`config.mk`:
```
export PLATFORM = sky130hd
export DESIGN_NAME = rps_match_controller
export DESIGN_NICKNAME = d
export VERILOG_FILES = /design/src/rtl/rps_pkg.sv /design/src/rtl/rps_lfsr.sv /design/src/rtl/rps_match_controller.sv
export SDC_FILE = /design/constraint.sdc
export NUM_CORES = 1
export LEC_CHECK = 0
export ABC_AREA = 1
export ABC_CLOCK_PERIOD_IN_PS = 2800
export CORE_ASPECT_RATIO = 1.25
export CORE_MARGIN = 2
export CORE_UTILIZATION = 35
export CTS_BUF_LIST = sky130_fd_sc_hd__clkbuf_4
export DETAILED_ROUTE_END_ITERATION = 16
export DONT_BUFFER_PORTS = 1
export GPL_TIMING_DRIVEN = 0
export HOLD_SLACK_MARGIN = 0.1
export PLACE_DENSITY = 0.57
export SLEW_MARGIN = 20
export SYNTH_ARGS = -nofsm -noshare
export SYNTH_HDL_FRONTEND = slang
export SYNTH_SLANG_ARGS = --single-unit
```
`constraint.sdc`:
```
create_clock -name clock -period 2.8 [get_ports clock]
set_input_delay 0 -clock clock [delete_from_list [all_inputs] [get_ports clock]]
set_output_delay 0 -clock clock [all_outputs]
set_load 0.03 [all_outputs]
```
`src/rtl/rps_pkg.sv`:
```
// Shared types and helpers for the best-of-N rock-paper-scissors match.
// Choice, outcome and FSM encodings plus the LFSR tap mask.
package rps_pkg;

  typedef enum logic [1:0] {
    NONE     = 2'b00,
    ROCK     = 2'b01,
    PAPER    = 2'b10,
    SCISSORS = 2'b11
  } choice_t;

  typedef enum logic [1:0] {
    WIN,
    LOSE,
    TIE
  } outcome_t;

  typedef enum logic [1:0] {
    IDLE,
    WAIT_CHOICE,
    REVEAL,
    DONE
  } state_t;

  localparam logic [15:0] LFSR_TAPS = 16'hB400;

  function automatic logic beats(choice_t a, choice_t b);
    return (a == ROCK     && b == SCISSORS) ||
           (a == SCISSORS && b == PAPER)    ||
           (a == PAPER    && b == ROCK);
  endfunction

endpackage

```
`src/rtl/rps_lfsr.sv`:
```
// Free-running right-shift Galois LFSR used as the computer's dice.
// Steps every cycle from reset; the seed must be non-zero.
module rps_lfsr
  import rps_pkg::*;
#(
  parameter int WIDTH = 16,
  parameter logic [WIDTH-1:0] SEED = WIDTH'(16'hACE1)
) (
  input  logic             clock,
  input  logic             reset_button,
  output logic [WIDTH-1:0] state
);

  localparam logic [WIDTH-1:0] TAPS = WIDTH'(LFSR_TAPS);

  always_ff @(posedge clock or posedge reset_button) begin
    if (reset_button) state <= SEED;
    else              state <= (state >> 1) ^ (state[0] ? TAPS : '0);
  end

endmodule

```
`src/rtl/rps_match_controller.sv`:
```
// Best-of-N rock-paper-scissors match controller: edge-detects buttons,
// draws the computer's choice from an LFSR and scores each round.
module rps_match_controller
  import rps_pkg::*;
#(
  parameter int ROUNDS_TO_WIN = 3,
  parameter int SCORE_W = 4,
  parameter int REVEAL_CYCLES = 8,
  parameter int TIMEOUT_CYCLES = 0,
  parameter logic [15:0] LFSR_SEED = 16'hACE1
) (
  input  logic               clock,
  input  logic               reset_button,
  input  logic               rock_button,
  input  logic               paper_button,
  input  logic               scissors_button,
  input  logic               start_button,
  output logic [1:0]         player_choice,
  output logic [1:0]         computer_choice,
  output logic [SCORE_W-1:0] player_score,
  output logic [SCORE_W-1:0] computer_score,
  output logic               win_led,
  output logic               lose_led,
  output logic               tie_led,
  output logic               match_over,
  output logic               match_won
);

  localparam int CNT_W = 16;
  localparam logic [CNT_W-1:0] REV_LAST = CNT_W'(REVEAL_CYCLES - 1);
  localparam logic [CNT_W-1:0] TMO_LAST =
    CNT_W'((TIMEOUT_CYCLES > 0) ? TIMEOUT_CYCLES - 1 : 0);
  localparam logic [SCORE_W-1:0] WIN_CNT = SCORE_W'(ROUNDS_TO_WIN);

  state_t           fsm;
  logic [15:0]      lfsr;
  logic             lfsr_unused;
  logic [3:0]       btn;
  logic [3:0]       btn_q;
  logic [3:0]       press;
  logic [2:0]       sel;
  logic             choice_ok;
  logic             timeout;
  logic [CNT_W-1:0] cnt;
  choice_t          pick;
  choice_t          draw;
  outcome_t         res;

  rps_lfsr #(
    .WIDTH(16),
    .SEED (LFSR_SEED)
  ) u_lfsr (
    .clock       (clock),
    .reset_button(reset_button),
    .state       (lfsr)
  );

  assign lfsr_unused = ^lfsr[15:4];

  assign btn   = {start_button, scissors_button, paper_button, rock_button};
  assign press = btn & ~btn_q;

  // One fresh press and nothing else held; chords are ignored.
  assign choice_ok = $onehot(press[2:0]) && (btn[2:0] == press[2:0]);
  assign sel       = press[2:0] & {3{choice_ok}};
  assign timeout   = (TIMEOUT_CYCLES > 0) && (cnt == TMO_LAST);

  always_comb begin
    pick = NONE;
    unique case (1'b1)
      sel[0]:  pick = ROCK;
      sel[1]:  pick = PAPER;
      sel[2]:  pick = SCISSORS;
      default: pick = NONE;
    endcase
  end

  always_comb begin
    draw = choice_t'(lfsr[1:0]);
    if (draw == NONE) draw = choice_t'(lfsr[3:2]);
    if (draw == NONE) draw = ROCK;
  end

  always_comb begin
    res = LOSE;
    if (choice_ok) begin
      if (pick == draw)        res = TIE;
      else if (beats(pick, draw)) res = WIN;
      else                     res = LOSE;
    end
  end

  always_ff @(posedge clock or posedge reset_button) begin
    if (reset_button) begin
      fsm             <= IDLE;
      btn_q           <= '0;
      cnt             <= '0;
      player_choice   <= NONE;
      computer_choice <= NONE;
      player_score    <= '0;
      computer_score  <= '0;
      win_led         <= 1'b0;
      lose_led        <= 1'b0;
      tie_led         <= 1'b0;
      match_over      <= 1'b0;
      match_won       <= 1'b0;
    end else begin
      btn_q <= btn;
      unique case (fsm)
        IDLE: begin
          if (press[3]) begin
            player_score   <= '0;
            computer_score <= '0;
            cnt            <= '0;
            fsm            <= WAIT_CHOICE;
          end
        end
        WAIT_CHOICE: begin
          if (choice_ok || timeout) begin
            player_choice   <= pick;
            computer_choice <= draw;
            win_led         <= (res == WIN);
            lose_led        <= (res == LOSE);
            tie_led         <= (res == TIE);
            if (res == WIN && player_score < WIN_CNT)
              player_score <= player_score + SCORE_W'(1);
            if (res == LOSE && computer_score < WIN_CNT)
              computer_score <= computer_score + SCORE_W'(1);
            cnt <= '0;
            fsm <= REVEAL;
          end else begin
            cnt <= cnt + CNT_W'(1);
          end
        end
        REVEAL: begin
          if (cnt == REV_LAST) begin
            cnt     <= '0;
            tie_led <= 1'b0;
            if (player_score == WIN_CNT || computer_score == WIN_CNT) begin
              match_over <= 1'b1;
              match_won  <= (player_score == WIN_CNT);
              win_led    <= (player_score == WIN_CNT);
              lose_led   <= (player_score != WIN_CNT);
              fsm        <= DONE;
            end else begin
              win_led  <= 1'b0;
              lose_led <= 1'b0;
              fsm      <= WAIT_CHOICE;
            end
          end else begin
            cnt <= cnt + CNT_W'(1);
          end
        end
        DONE: begin
          if (press[3]) begin
            player_choice   <= NONE;
            computer_choice <= NONE;
            player_score    <= '0;
            computer_score  <= '0;
            win_led         <= 1'b0;
            lose_led        <= 1'b0;
            tie_led         <= 1'b0;
            match_over      <= 1'b0;
            match_won       <= 1'b0;
            cnt             <= '0;
            fsm             <= WAIT_CHOICE;
          end
        end
        default: fsm <= IDLE;
      endcase
    end
  end

endmodule
```
## After elaboration in Yosys (flattened, before gate mapping)

Index checks and enable logic that the tools add are counted.

- Register bits after elaboration: 55
- Word-level logic and storage cells: 119
- Input bits: 6

- Mux-type cells: 46
- Bitwise gates (word level): 4
- Reduce and logical (&&, ||, !) cells: 24
- Magnitude comparators: 2
- Eq/ne operators: 25
- Add/sub/neg operators: 5

Operator list:

| operator | number |
|---|---|
| $mux W16 | 4 |
| $pmux W16 S3 | 1 |
| $mux W2 | 11 |
| $mux W4 | 5 |
| $add A16 B1 Y16 const B | 1 |
| $eq A16 B3 Y1 const B | 1 |
| $pmux W4 S2 | 2 |
| $reduce_and A4 Y1 | 4 |
| $xor A15 B16 Y16 | 1 |
| $eq A2 B2 Y1 const B | 7 |
| $mux W1 | 14 |
| $ne A2 B2 Y1 const B | 6 |
| $pmux W2 S3 | 2 |
| $eq A2 B1 Y1 const B | 5 |
| $pmux W1 S3 | 3 |
| $add A4 B1 Y4 const B | 2 |
| $eq A4 B2 Y1 const B | 2 |
| $logic_not A2 Y1 | 4 |
| $lt A4 B2 Y1 const B | 2 |
| $pmux W2 S2 | 2 |
| $logic_and A1 B1 Y1 | 6 |
| $reduce_and A3 Y1 | 2 |
| $reduce_bool A2 Y1 | 3 |
| $and A4 B4 Y4 | 1 |
| other kinds (12) | 15 |

## Longest topological paths before layout

Gate-level depths: netlist (run 1).

- Depth after elaboration: 20
- Depth in mapped cells: 15
- Mapped depth without buffers: 15

## Hierarchy

From an unflattened synthesis (run 1), not the netlist that was laid out.

- Cells, all modules: 304
- Area, all modules: 2,638.8 um^2

Modules (own cells, without submodules):

| module | area each (um^2) | cells each | instances |
|---|---|---|---|
| rps_match_controller | 2,175.8 | 274 | 1 |
| rps_lfsr | 462.9 | 30 | 1 |

## Least setup slack after synthesis (run 1)

Ideal clock, no wire load.

- Path type: register to register
- Start point: register btn_q[2]
- End point: register computer_score[0]
- Buffers on the path: 0
- Library setup time: 0.121 ns
- Arrival time: 1.895 ns
- Setup slack: 0.784 ns
- Stages on the path, launching flop included: 14
- Clock period less this slack: 2.016 ns
- Path through: dfrtp_1 -> inv_1 -> nand2_1 -> inv_1 -> fa_1 -> nand3_2 -> nor2_8 -> nor2_2 -> inv_2 -> nand2_2 -> a21oi_4 -> nand2_2 -> nand2_1 -> o21ai_1

- Cells in the longest elaborated chain, start to end: 18
- Elaborated cells on any way between the ends: 25
- Classes of those cells: add/sub (1); eq/ne (9); mux (4); bitwise (3); reduce/logical (8)

RTL lines:

| element | RTL line | RTL |
|---|---|---|
| start: declaration | rps_match_controller.sv:39 | `logic [3:0] btn_q;` |
| start signal: assignment | rps_match_controller.sv:108 | `btn_q <= btn;` |
| $not A4 Y4 (*) | rps_match_controller.sv:61 | `assign press = btn & ~btn_q;` |
| $and A4 B4 Y4 (*) | rps_match_controller.sv:61 |  |
| $add A2 B1 Y2 (not written as such) | rps_match_controller.sv:64 | `assign choice_ok = $onehot(press[2:0]) && (btn[2:0] == press[2:0]);` |
| $eq A2 B1 Y1 | rps_match_controller.sv:64 |  |
| $logic_and A1 B1 Y1 | rps_match_controller.sv:64 |  |
| $and A3 B3 Y3 | rps_match_controller.sv:65 | `assign sel = press[2:0] & {3{choice_ok}};` |
| $pmux W2 S3 | rps_match_controller.sv:70 | `unique case (1'b1)` |
| $eq A2 B1 Y1 / $eq A2 B2 Y1 (equally long branches) | rps_pkg.sv:28, rps_pkg.sv:29 |  |
| [2 not listed] | - |  |
| $logic_or A1 B1 Y1 | rps_pkg.sv:29 | `(a == SCISSORS && b == PAPER) \|\|` |
| $mux W1 | rps_match_controller.sv:88 | `else if (beats(pick, draw)) res = WIN;` |
| $mux W2 | rps_match_controller.sv:87 | `if (pick == draw) res = TIE;` |
| $mux W2 | rps_match_controller.sv:86 | `if (choice_ok) begin` |
| $eq A2 B1 Y1 | rps_match_controller.sv:127 | `if (res == LOSE && computer_score < WIN_CNT)` |
| $logic_and A1 B1 Y1 | rps_match_controller.sv:127 |  |
| $ne A2 B2 Y1 (no line) | - |  |
| $reduce_and A4 Y1 (no line) (*) | - |  |
| end signal: assignment | rps_match_controller.sv:128 | `computer_score <= computer_score + SCORE_W'(1);` |
| end: declaration | rps_match_controller.sv:21 | `output logic [SCORE_W-1:0] computer_score,` |

Mark *: on every way between the ends. The rest lies on a longest branch, timed or not.
A chain may end at the register's enable or synchronous reset.

## Final worst setup path (run 1)

Ends and elaborated chain as after synthesis.

==> results.md, run 1 <==
- Synthesis warning total: 0
- Io pins: 23
- Total gr overflow: 0
- Synth Net Count: 338
- Worst EP arrival: 2.52 ns
- Starting Density: 0.361
- Mapped Area: 0.00281 mm2
- Post-route antenna net violation count: 0
- Wire per inst: 12.1 um
- Max Fclk: 0.448 GHz
- Port-buffer cells: 0
- Multiplexer share of the synthesized area: 0
- Yosys reg bits: 55
- Layout cells sized above 1: 0.186
- Net count, final: 350
- Global-route met1 utilization: 0.159
- Status: finished, final reports clean
- Synth cell types: 34
- Final setup violation count: 0
- Post CTS Setup Buffer Count: 0
- DRT iter0 DRCs: 76
- Crit path max fanout: 9
- Crit path kind: reg2reg
- Final period utilization: 0.796
- Clk pin slew, worst setup/hold paths: 0.17 ns
- Synth Area in Adders: 0.0338
- CP cell instances: inv_1, nand2_1, inv_1, fa_1, nand3_2, nor2_8, nor2_2, inv_2, nand2_2, a21oi_4, nand2_2, nand2_1, o21ai_1
- Worst slew pin tran: 0.678 ns
- Largest family of logic cells by synthesized area: simple AND/OR/NAND/NOR gates
- Leakage power: 0.00146 uW
- Die height: 104 um
- Post-synth ARST share: 1.00
- Power density cells: 416 mW/mm2
- Total GRT Usage: 0.128
- Sequential share of the synthesized area: 0.493
- Finished layout cell area: 0.00305 mm2
- Hold slack: 0.165 ns
- Post-Synthesis Cells: 325
- Clk sink count: 55
- Residual DRC count: 0
- Clk_skew: 0.0133 ns
- Area growth syn-to-layout: 8.37%
- Compound-Gate Fraction of Synth Area: 0.0846
- Most numerous cell in the Yosys netlist: nand2_1
- CP required: 3.09 ns
- Largest net degree at the start of global routing: 56
- Core Region: 0.00779 mm2
- Pre-antenna DRT Iters: 4
- Row count: 36
- Placer congestion estimate: 0.851
- Slew HR: 0.548
- DR vias/cell: 4.80
- Final Max Slew Viols: 0
- Total negative slack: 0 ns
- Simple-gate portion of the synthesized area: 0.297
- Diode count: 0
- Detailed-route via count: 2,080
- First-pass GRT wire length: 9340 um
- Synth top area share: 0.418
- RSZ-0062 raised after global routing: no
- Clk root buf: clkbuf_4
- DIE AREA: 0.00877 mm2
- Xor/xnor cell area share of the yosys netlist: 0.0156
- Top post-synthesis cells by area: dfrtp_1 42%, nand2_1 8.8%, dfstp_2 7.5%
- Die width: 84.2 um
- Clock buffer depth: 2
- Finished Core Util: 0.391
- Met2 Use GR: 0.213
- Max-cap viol count: 0
- Post-CTS Resized: 0
- Post-Route WL: 5260 um
- GRT busiest layer: met2
- Peak VDD IR: 0.295 mV
- Tmin final: 2.23 ns
- Mean area per synthesized cell: 8.65 um2
- Prevailing post-synth register cell: dfrtp_1
- Largest area contributor in the netlist: dfrtp_1
- Clock latency on the worst-skew pair: 0.39 ns
- Hold crit path type: in2async
- Slowest stage cell, crit path: fa_1
- Initial antenna violation count: 0
- Hold-fix buffers at CTS: 5
- CP Capture Type: flop
- CTS tree: built
- Fin. Hold Viols: 0
- Synth cell count leaders: 66 x nand2_1, 47 x dfrtp_1, 44 x inv_1
- Post-synth EDFFs: 0
- DP Wirelength: 3980 um
- Max stage delay on crit path: 0.55 ns
- Startpoint Class: flop
- DP Area: 0.00293 mm2
- H-tree levels: 2
- CTS buffer count: 5
- Global Route met3 Usage: 0.0341
- Vias in the first global route: 2,077
[worst max-delay path: cells and delay by family, from the launching register on]
family | cells | cell delay, ns
AND/OR/NAND/NOR | 7 | 0.73
adder cells (fa/ha/maj) | 1 | 0.55
flip-flops | 1 | 0.38
AO/OA/AOI/OAI | 2 | 0.28
buffers and inverters | 3 | 0.17
[through the flow]
step | power (uW) | instances | setup slack [ns]
final | 1270 | 433 | 0.570
after global routing | 1330 | 433 | 0.379
after CTS | 1290 | 433 | 0.542
after detailed placement | 898 | 420 | 0.568
after global placement | 895 | 420 | 0.609
after floorplan | 883 | 325 | 0.784
[sequential cells by signal, indices dropped and copies added (netlist names)]
register and flops:
player_choice 2, tie_led 1, u_lfsr.state 16, cnt 16
lose_led 1, win_led 1, fsm 2, match_won 1
player_score 4, computer_choice 2, match_over 1, btn_q 4
computer_score 4
[path summary, 6_finish.rpt]
| path | from | depth (start not counted) | slack [ns] | to |
|---|---|---|---|---|
| worst max-delay path | btn_q[2]$_DFF_PP0_ | 13 | 0.57 | computer_score[0]$_DFFE_PP0P_ |
| worst min-delay path | reset_button | 2 | 0.16 | btn_q[2]$_DFF_PP0_ |
| worst max register to register | btn_q[2]$_DFF_PP0_ | 13 | 0.57 | computer_score[0]$_DFFE_PP0P_ |
| worst min register to register | u_lfsr.state[6]$_DFF_PP1_ | 0 | 0.37 | u_lfsr.state[5]$_DFF_PP1_ |
| max in group asynchronous | reset_button | 2 | 2.17 | btn_q[3]$_DFF_PP0_ |
| min in group clock | start_button | 1 | 0.20 | btn_q[3]$_DFF_PP0_ |
[cell usage in the layout, fill, tap and decap left out, types with 3 or more instances in the layout]
cell | Yosys | routed
a21oi_1 | 9 | 9
inv_1 | 44 | 43
nand3_2 | 6 | 6
nor3_2 | 3 | 3
ha_1 | 6 | 6
nand2_2 | 11 | 11
dfstp_2 | 8 | 8
nor2_2 | 5 | 5
dlygate4sd3_1 | 0 | 5
o21ai_1 | 8 | 8
nor3_1 | 9 | 9
o22ai_1 | 4 | 4
xor2_1 | 5 | 5
o21ai_0 | 9 | 9
nor2_1 | 28 | 28
nand2_1 | 66 | 66
inv_2 | 10 | 10
nand4_1 | 10 | 10
nand3_1 | 18 | 18
dfrtp_1 | 47 | 47
clkbuf_4 | 0 | 5
[power breakdown]
| group | internal [uW] | total (uW) | leakage, uW | switching [uW] |
|---|---|---|---|---|
| clock | 107 | 379 | 0.0000362 | 272 |
| sequential | 803 | 817 | 0.000644 | 14.3 |
| combinational | 22.0 | 71.0 | 0.000780 | 49.1 |
| total | 932 | 1270 | 0.00146 | 335 |
[cells by family (layout without fill, tap and decap cells)]
kind of cell	after synthesis	in the layout
DFF	55	55
and+or+nand+nor	163	163
AOI/OAI and AO/OA	38	38
buffers and inverters	57	70
xor gates and xnor gates	5	5
adders and majority gates	7	7
[routing by layer]
layer	part of all wire	up-vias	wire length (um)
li1	-	1070	-
met4	0.016	0	84
met3	0.044	8	230
met5	0	-	0
met2	0.49	23	2590
met1	0.45	979	2350
[final cells by class]
cell class / instances / area [um2]
Fill cell: 793 / 4750
Sequential cell: 55 / 1390
Multi-Input combinational cell: 213 / 1210
Inverter: 56 / 213
Tap cell: 95 / 119
Timing Repair Buffer: 5 / 50.0
Clock buffer: 5 / 37.5
Clock inverter: 3 / 26.3
Buffer: 1 / 3.75
(Power assumes the default switching activity.)
==> run 2, diff against run 1 <==
--- a/config.mk
+++ b/config.mk
@@ -5,8 +5,8 @@
 export SDC_FILE = /design/constraint.sdc
 export NUM_CORES = 1
 export LEC_CHECK = 0
-export ABC_AREA = 1
-export ABC_CLOCK_PERIOD_IN_PS = 2800
+export ABC_AREA = 0
+export ABC_CLOCK_PERIOD_IN_PS = 1900
 export CORE_ASPECT_RATIO = 1.25
 export CORE_MARGIN = 2
 export CORE_UTILIZATION = 35
@@ -15,7 +15,7 @@
 export DONT_BUFFER_PORTS = 1
 export GPL_TIMING_DRIVEN = 0
 export HOLD_SLACK_MARGIN = 0.1
-export PLACE_DENSITY = 0.57
+export PLACE_DENSITY = 0.59
 export SLEW_MARGIN = 20
 export SYNTH_ARGS = -nofsm -noshare
 export SYNTH_HDL_FRONTEND = slang
==> constraint.sdc (replaced) <==
create_clock -name clock -period 1.9 [get_ports clock]
set_input_delay 0 -clock clock [delete_from_list [all_inputs] [get_ports clock]]
set_output_delay 0 -clock clock [all_outputs]
set_load 0.03 [all_outputs]
==> results.md, run 2 <==
- Leakage power: 0.00143 uW (was 0.00146 uW)
- Post-Route WL: 5810 um (was 5260 um)
- CTS buffer count: 5 (unchanged)
- Area growth syn-to-layout: 20.0% (was 8.37%)
- Placer congestion estimate: 0.797 (was 0.851)
- Clk pin slew, worst setup/hold paths: 0.18 ns (was 0.17 ns)
- DR vias/cell: 5.14 (was 4.80)
- Largest area contributor in the netlist: dfrtp_1 (unchanged)
- Worst slew pin tran: 0.745 ns (was 0.678 ns)
- Clk root buf: clkbuf_4 (unchanged)
- Final period utilization: 1.26 (was 0.796)
- Met1 WL: 2570 um (was 2350 um)
- CP required: 2.22 ns (was 3.09 ns)
- Clk_skew: 0.0207 ns (was 0.0133 ns)
- Simple-gate portion of the synthesized area: 0.203 (was 0.297)
- Failing checks: negative setup slack
- Post-Synthesis Cells: 260 (was 325)
- Final Max Slew Viols: 0 (unchanged)
- Post-route antenna net violation count: 0 (unchanged)
- Status: complete, but fails checks (was finished, final reports clean)
- Mean area per synthesized cell: 10.3 um2 (was 8.65 um2)
- Worst EP arrival: 2.71 ns (was 2.52 ns)
- Power density cells: 591 mW/mm2 (was 416 mW/mm2)
- Prevailing post-synth register cell: dfrtp_1 (unchanged)
- RSZ-0062 raised after global routing: yes (was no)
- Tmin final: 2.39 ns (was 2.23 ns)
- CTS tree: built (unchanged)
- Peak VDD IR: 0.334 mV (was 0.295 mV)
- Most numerous cell in the Yosys netlist: dfrtp_1 (was nand2_1)
- Synthesis warning total: 0 (unchanged)
- Total negative slack: -12.18 ns (was 0 ns)
- First-pass GRT wire length: 9700 um (was 9340 um)
- Crit path kind: reg2reg (unchanged)
- Most frequent cells in the layout: 47 x dfrtp_1, 33 x nand2_1, 26 x nor2_1, 15 x buf_4, 12 x xor2_1 (was 66 x nand2_1, 47 x dfrtp_1, 43 x inv_1, 28 x nor2_1, 18 x nand3_1)
- Mapped Area: 0.00268 mm2 (was 0.00281 mm2)
- DRT iter0 DRCs: 44 (was 76)
- Reg-to-reg slack, setup: -0.49 ns (was 0.57 ns)
- Io pins: 23 (unchanged)
- Starting Density: 0.362 (was 0.361)
- Clk sink count: 55 (unchanged)
- Largest net degree at the start of global routing: 56 (unchanged)
- Post-synth ARST share: 1.00 (unchanged)
- Biggest regs: cnt x16, u_lfsr.state x16 (unchanged)
- Core Region: 0.00740 mm2 (was 0.00779 mm2)
- Slack of the critical path: -0.492 ns (was 0.570 ns)
- Synth Net Count: 273 (was 338)
- Synth cell count leaders: 47 x dfrtp_1, 35 x nand2_1, 27 x nor2_1 (was 66 x nand2_1, 47 x dfrtp_1, 44 x inv_1)
- Routed wl met2: 2870 um (was 2590 um)
- Sequential share of the synthesized area: 0.518 (was 0.493)
- Startpoint Class: flop (unchanged)
- Fin. Hold Viols: 0 (unchanged)
- DIE AREA: 0.00837 mm2 (was 0.00877 mm2)
- Synth Area in Adders: 0.0355 (was 0.0338)
- Top post-synthesis cells by area: dfrtp_1 44%, dfstp_2 7.9%, nand2_1 4.9% (was dfrtp_1 42%, nand2_1 8.8%, dfstp_2 7.5%)
- Finished Core Util: 0.434 (was 0.391)
- DP Wirelength: 3910 um (was 3980 um)
- Multiplexer share of the synthesized area: 0.0196 (was 0)
- Die height: 102 um (was 104 um)
- Max Fclk: 0.418 GHz (was 0.448 GHz)
- CP Capture Type: flop (unchanged)
- Final setup violation count: 33 (was 0)
- Yosys reg bits: 55 (unchanged)
- Highest Signal Layer: met4 (unchanged)
- Layout cells sized above 1: 0.255 (was 0.186)
- Die width: 82.2 um (was 84.2 um)
- Row count: 35 (was 36)
- Placed cell count: 352 (was 420)
- Total Power: 1900 uW (was 1270 uW)
- Finished Layout Cells: 386 (was 433)
- H-tree levels: 2 (unchanged)
- Largest family of logic cells by synthesized area: simple AND/OR/NAND/NOR gates (unchanged)
- Diode count: 0 (unchanged)
- Fillers: 718 (was 793)
- Compound-Gate Fraction of Synth Area: 0.140 (was 0.0846)
- Initial antenna violation count: 0 (unchanged)
- Met3 WL: 260 um (was 230 um)
- Xor/xnor cell area share of the yosys netlist: 0.0556 (was 0.0156)
- Synth top area share: 0.439 (was 0.418)
- Net count, final: 306 (was 350)
- Clock latency on the worst-skew pair: 0.40 ns (was 0.39 ns)
- Detailed-route via count: 1,985 (was 2,080)
- Hold crit path type: in2async (unchanged)
- Pre-antenna DRT Iters: 4 (unchanged)
- Port-buffer cells: 0 (unchanged)
- Crit path max fanout: 4 (was 9)
- Slew HR: 0.504 (was 0.548)
- Clock buffer depth: 2 (unchanged)
- Total GRT Usage: 0.152 (was 0.128)
- Vias in the first global route: 2,003 (was 2,077)
- Wire per inst: 15.0 um (was 12.1 um)
- Residual DRC count: 0 (unchanged)
- Post-synth EDFFs: 0 (unchanged)
- Commonest non-fill, non-tap cell in the layout: dfrtp_1 (was nand2_1)
- Synth cell types: 57 (was 34)
- Total gr overflow: 0 (unchanged)
- Max-cap viol count: 0 (unchanged)
==> run 2: cell types whose count changed after synthesis, moves of 6 or more <==
| cell | previous run | this run |
|---|---|---|
| nand3_1 | 18 | 10 |
| nor2b_1 | 0 | 6 |
| nand3_2 | 6 | 0 |
| nand2_2 | 11 | 0 |
| inv_1 | 44 | 11 |
| nand2_1 | 66 | 35 |
| xor2_1 | 5 | 12 |
| inv_2 | 10 | 2 |
==> run 2: timing repair <==
action	in CTS	in global routing
endpoints found under the hold margin	73	0
endpoints found under the setup margin	32	35
hold buffers	5	0
resized for setup	24	7
buffers inserted	16	4
gates cloned	1	0
pin swaps	7	6
==> run 2: cell families after synthesis <==
logic type	count (synthesis)
simple gates	109
buf+inv	19
flops	55
xor+xnor	17
compound gates	48
mux	5
fa+ha+maj	7
==> run 2: final timing paths <==
path                                           startpoint                             to  depth (start not counted)
worst max-delay path                   btn_q[2]$_DFF_PP0_  computer_score[0]$_DFFE_PP0P_                          9
worst min-delay path                         reset_button         match_over$_DFFE_PP0P_                          2
worst max register to register         btn_q[2]$_DFF_PP0_  computer_score[0]$_DFFE_PP0P_                          9
worst min register to register  u_lfsr.state[0]$_DFF_PP1_     u_lfsr.state[15]$_DFF_PP1_                          0
max in group asynchronous                    reset_button    player_score[2]$_DFFE_PP0P_                          2
min in group clock                            rock_button             btn_q[0]$_DFF_PP0_                          1
==> run 2: through the flow <==
stage / worst slack (ns) / instance area [um2] / hold WS (ns)
5_1_grt: -0.584 / 3210 / 0.178
3_5_place_dp: -0.506 / 2820 / 0.0287
2_1_floorplan: -0.281 / 2710 / 0.0314
4_1_cts: -0.464 / 3160 / 0.181
6_report: -0.492 / 3210 / 0.169
3_3_place_gp: -0.486 / 2820 / 0.0317
==> run 2: worst max-delay path: stages, from the launching register on <==
cell      delay (ns)
dfrtp_1         0.40
nand2b_4        0.16
inv_6           0.03
fa_1            0.53
nor2b_4         0.18
and3_4          0.23
nand4b_1        0.10
a21o_1          0.19
or3_4           0.37
mux2i_1         0.13
==> run 2: layer usage <==
metal,vias to the layer above,track usage
met4,0,0.0526
met3,11,0.0419
met5,-,0
met2,31,0.243
met1,976,0.195
li1,967,-
==> run 2: report_power, final <==
| part | internal (uW) | switching, uW | leakage [uW] |
|---|---|---|---|
| clock | 149 | 397 | 0.0000314 |
| sequential | 1180 | 8.39 | 0.000690 |
| combinational | 74.3 | 90.5 | 0.000704 |
==> run 2: area by class of cell <==
class	instances	area [um2]	area share
well taps	92	115	0.0358
clock inverters	3	25.0	0.00779
repair buffers	26	230	0.0717
clock buffers	5	37.5	0.0117
flip-flops and latches	55	1390	0.431
plain buffers	6	33.8	0.0105
inverters	13	58.8	0.0183
multi-input cells	186	1330	0.413
==> run 3, diff against run 2 <==
--- a/config.mk
+++ b/config.mk
@@ -6,7 +6,7 @@
 export NUM_CORES = 1
 export LEC_CHECK = 0
 export ABC_AREA = 0
-export ABC_CLOCK_PERIOD_IN_PS = 1900
+export ABC_CLOCK_PERIOD_IN_PS = 2250
 export CORE_ASPECT_RATIO = 1.25
 export CORE_MARGIN = 2
 export CORE_UTILIZATION = 35
@@ -15,7 +15,7 @@
 export DONT_BUFFER_PORTS = 1
 export GPL_TIMING_DRIVEN = 0
 export HOLD_SLACK_MARGIN = 0.1
-export PLACE_DENSITY = 0.59
+export PLACE_DENSITY = 0.57
 export SLEW_MARGIN = 20
 export SYNTH_ARGS = -nofsm -noshare
 export SYNTH_HDL_FRONTEND = slang
==> constraint.sdc (replaced) <==
create_clock -name clock -period 2.25 [get_ports clock]
set_input_delay 0 -clock clock [delete_from_list [all_inputs] [get_ports clock]]
set_output_delay 0 -clock clock [all_outputs]
set_load 0.03 [all_outputs]
==> results.md, run 3 (synthesis results as in run 2) <==
- Row count: 35 (unchanged)
- Worst slew pin tran: 0.679 ns (was 0.745 ns)
- CP required: 2.58 ns (was 2.22 ns)
- Slew HR: 0.547 (was 0.504)
- Initial antenna violation count: 0 (unchanged)
- Starting Density: 0.362 (unchanged)
- Power density cells: 515 mW/mm2 (was 591 mW/mm2)
- RSZ-0062 raised after global routing: yes (unchanged)
- Largest net degree at the start of global routing: 56 (unchanged)
- Peak VDD IR: 0.256 mV (was 0.334 mV)
- Failing checks: negative setup slack (unchanged)
- Biggest regs: cnt x16, u_lfsr.state x16 (unchanged)
- Vias in the first global route: 1,987 (was 2,003)
- Clk pin slew, worst setup/hold paths: 0.17 ns (was 0.18 ns)
- Max-cap viol count: 0 (unchanged)
- Max Fclk: 0.430 GHz (was 0.418 GHz)
- Internal: 1170 uW (was 1400 uW)
- Fin. Hold Viols: 0 (unchanged)
- Final period utilization: 1.03 (was 1.26)
- Leakage power: 0.00136 uW (was 0.00143 uW)
- Area growth syn-to-layout: 15.3% (was 20.0%)
- Tmin final: 2.32 ns (was 2.39 ns)
- Core Region: 0.00740 mm2 (unchanged)
- Layout cells sized above 1: 0.224 (was 0.255)
- First-pass GRT wire length: 9470 um (was 9700 um)
- Hold slack: 0.176 ns (was 0.169 ns)
- Wire per inst: 15.2 um (was 15.0 um)
- Placer congestion estimate: 0.779 (was 0.797)
- CP cell instances: nand2b_4, inv_4, fa_1, nor2b_4, o2111a_2, o211ai_1, a221oi_2, a41oi_2, nor2_1 (was nand2b_4, inv_6, fa_1, nor2b_4, and3_4, nand4b_1, a21o_1, or3_4, mux2i_1)
- Port-buffer cells: 0 (unchanged)
- Die width: 82.2 um (unchanged)
- DR vias/cell: 5.16 (was 5.14)
- Most frequent cells in the layout: 47 x dfrtp_1, 33 x nand2_1, 26 x nor2_1, 14 x buf_4, 12 x xor2_1 (was 47 x dfrtp_1, 33 x nand2_1, 26 x nor2_1, 15 x buf_4, 12 x xor2_1)
- Startpoint Class: flop (unchanged)
- Clock latency on the worst-skew pair: 0.38 ns (was 0.40 ns)
- Slowest stage cell, crit path: fa_1 (unchanged)
- Worst EP arrival: 2.65 ns (was 2.71 ns)
- DP Wirelength: 3940 um (was 3910 um)
- DRT iter0 DRCs: 90 (was 44)
- Part of the power in combinational logic: 0.079 (was 0.087)
- Status: complete, but fails checks (unchanged)
- Switching pwr: 415 uW (was 496 uW)
- Io pins: 23 (unchanged)
- CP Depth: 9 (unchanged)
- Net count, final: 298 (was 306)
- Total gr overflow: 0 (unchanged)
- Clk sink count: 55 (unchanged)
- Total Power: 1590 uW (was 1900 uW)
- Clock buffer depth: 2 (unchanged)
- CP top delay family: compound AO/OA/AOI/OAI gates (was simple AND/OR/NAND/NOR gates)
- Buf+Inv Stages, Crit Path: 1 (unchanged)
- CTS tree: built (unchanged)
- Clk root buf: clkbuf_4 (unchanged)
- CP Capture Type: flop (unchanged)
- Flop pwr share: 0.630 (was 0.625)
- Post-Route WL: 5740 um (was 5810 um)
- Diode count: 0 (unchanged)
- Slack of the critical path: -0.0737 ns (was -0.492 ns)
- Post-route antenna net violation count: 0 (unchanged)
- Final setup violation count: 20 (was 33)
- H-tree levels: 2 (unchanged)
- DIE AREA: 0.00837 mm2 (unchanged)
- Residual DRC count: 0 (unchanged)
- Crit path max fanout: 5 (was 4)
- Crit path kind: reg2reg (unchanged)
- Hold crit path type: in2async (unchanged)
- Final Max Slew Viols: 0 (unchanged)
- R2R depth: 9 (unchanged)
- Clk_skew: 0.0124 ns (was 0.0207 ns)
- Sw Share: 0.261 (about the same)
- Clock power share: 0.291 (was 0.288)
- CTS buffer count: 5 (unchanged)
- Commonest non-fill, non-tap cell in the layout: dfrtp_1 (unchanged)
- Pre-antenna DRT Iters: 4 (unchanged)
- Total GRT Usage: 0.147 (was 0.152)
- Die height: 102 um (unchanged)
- Detailed-route via count: 1,952 (was 1,985)
- Max stage delay on crit path: 0.50 ns (was 0.53 ns)
## run 3: cell count changes in the layout (fill, tap and decap cells not counted), moves of 2 or more
cell	delta
o21ai_0	+2
nand3_1	+2
clkinv_4	-2
buf_6	-7
## run 3: power groups by stage
| stage | clock network (uW) | logic [uW] | registers [uW] |
|---|---|---|---|
| detailed placement | 0 | 90.9 | 1020 |
| global placement | 0 | 89.2 | 1020 |
| CTS | 490 | 118 | 1000 |
| finish | 462 | 125 | 1000 |
| floorplan | 0 | 71.1 | 1020 |
| global route | 531 | 139 | 1000 |
## run 3: layout make-up
type	instances	area (um2)
buffer	6	28.8
clock inverter	3	23.8
inverter	13	58.8
clock buffer	5	37.5
multi-input combinational	186	1290
tap	92	115
fill	724	4310
timing repair buffer	18	148
sequential	55	1390
## run 3: what timing repair did
| item | 4_1_cts | 5_1_grt |
|---|---|---|
| endpoints found under the hold margin | 72 | 0 |
| hold buffers | 5 | 0 |
| resized for setup | 12 | 8 |
| buffers inserted | 10 | 3 |
| setup endpoints to repair | 25 | 26 |
| pin swaps | 12 | 7 |
## run 3: final timing paths
path / start / endpoint / slack [ns]
worst max-delay path: btn_q[0]$_DFF_PP0_ / player_score[3]$_DFFE_PP0P_ / -0.07
worst min-delay path: reset_button / btn_q[3]$_DFF_PP0_ / 0.18
worst max register to register: btn_q[0]$_DFF_PP0_ / player_score[3]$_DFFE_PP0P_ / -0.07
worst min register to register: u_lfsr.state[6]$_DFF_PP1_ / u_lfsr.state[5]$_DFF_PP1_ / 0.36
max in group asynchronous: reset_button / cnt[1]$_DFFE_PP0N_ / 1.61
min in group clock: rock_button / btn_q[0]$_DFF_PP0_ / 0.19
## run 3: stage by stage
| stage | TNS [ns] | std cells | utilization | cell area [um2] | setup WS (ns) |
|---|---|---|---|---|---|
| CTS | -0.835 | 375 | 0.410 | 3030 | -0.104 |
| global route | -4.18 | 378 | 0.417 | 3090 | -0.201 |
| finish | -0.980 | 378 | 0.417 | 3090 | -0.0737 |
| detailed placement | -3.66 | 352 | 0.379 | 2800 | -0.253 |
| floorplan | 0 | 260 | - | 2690 | 0.0294 |
| global placement | -3.28 | 352 | 0.378 | 2800 | -0.242 |
## run 3: per-layer routing
metal | up-vias | global-route usage | wire length (um)
li1 | 957 | - | -
met1 | 952 | 0.188 | 2610
met2 | 32 | 0.236 | 2770
met3 | 11 | 0.0437 | 252
met4 | 0 | 0.0513 | 109
met5 | - | 0 | 0
## run 3: worst reg2reg max path, cell delays in order, from the launching register on
cell and delay [ns]:
dfrtp_1 0.39, nand2b_4 0.16, inv_4 0.06, fa_1 0.50, nor2b_4 0.16, o2111a_2 0.22
o211ai_1 0.16, a221oi_2 0.35, a41oi_2 0.14, nor2_1 0.11
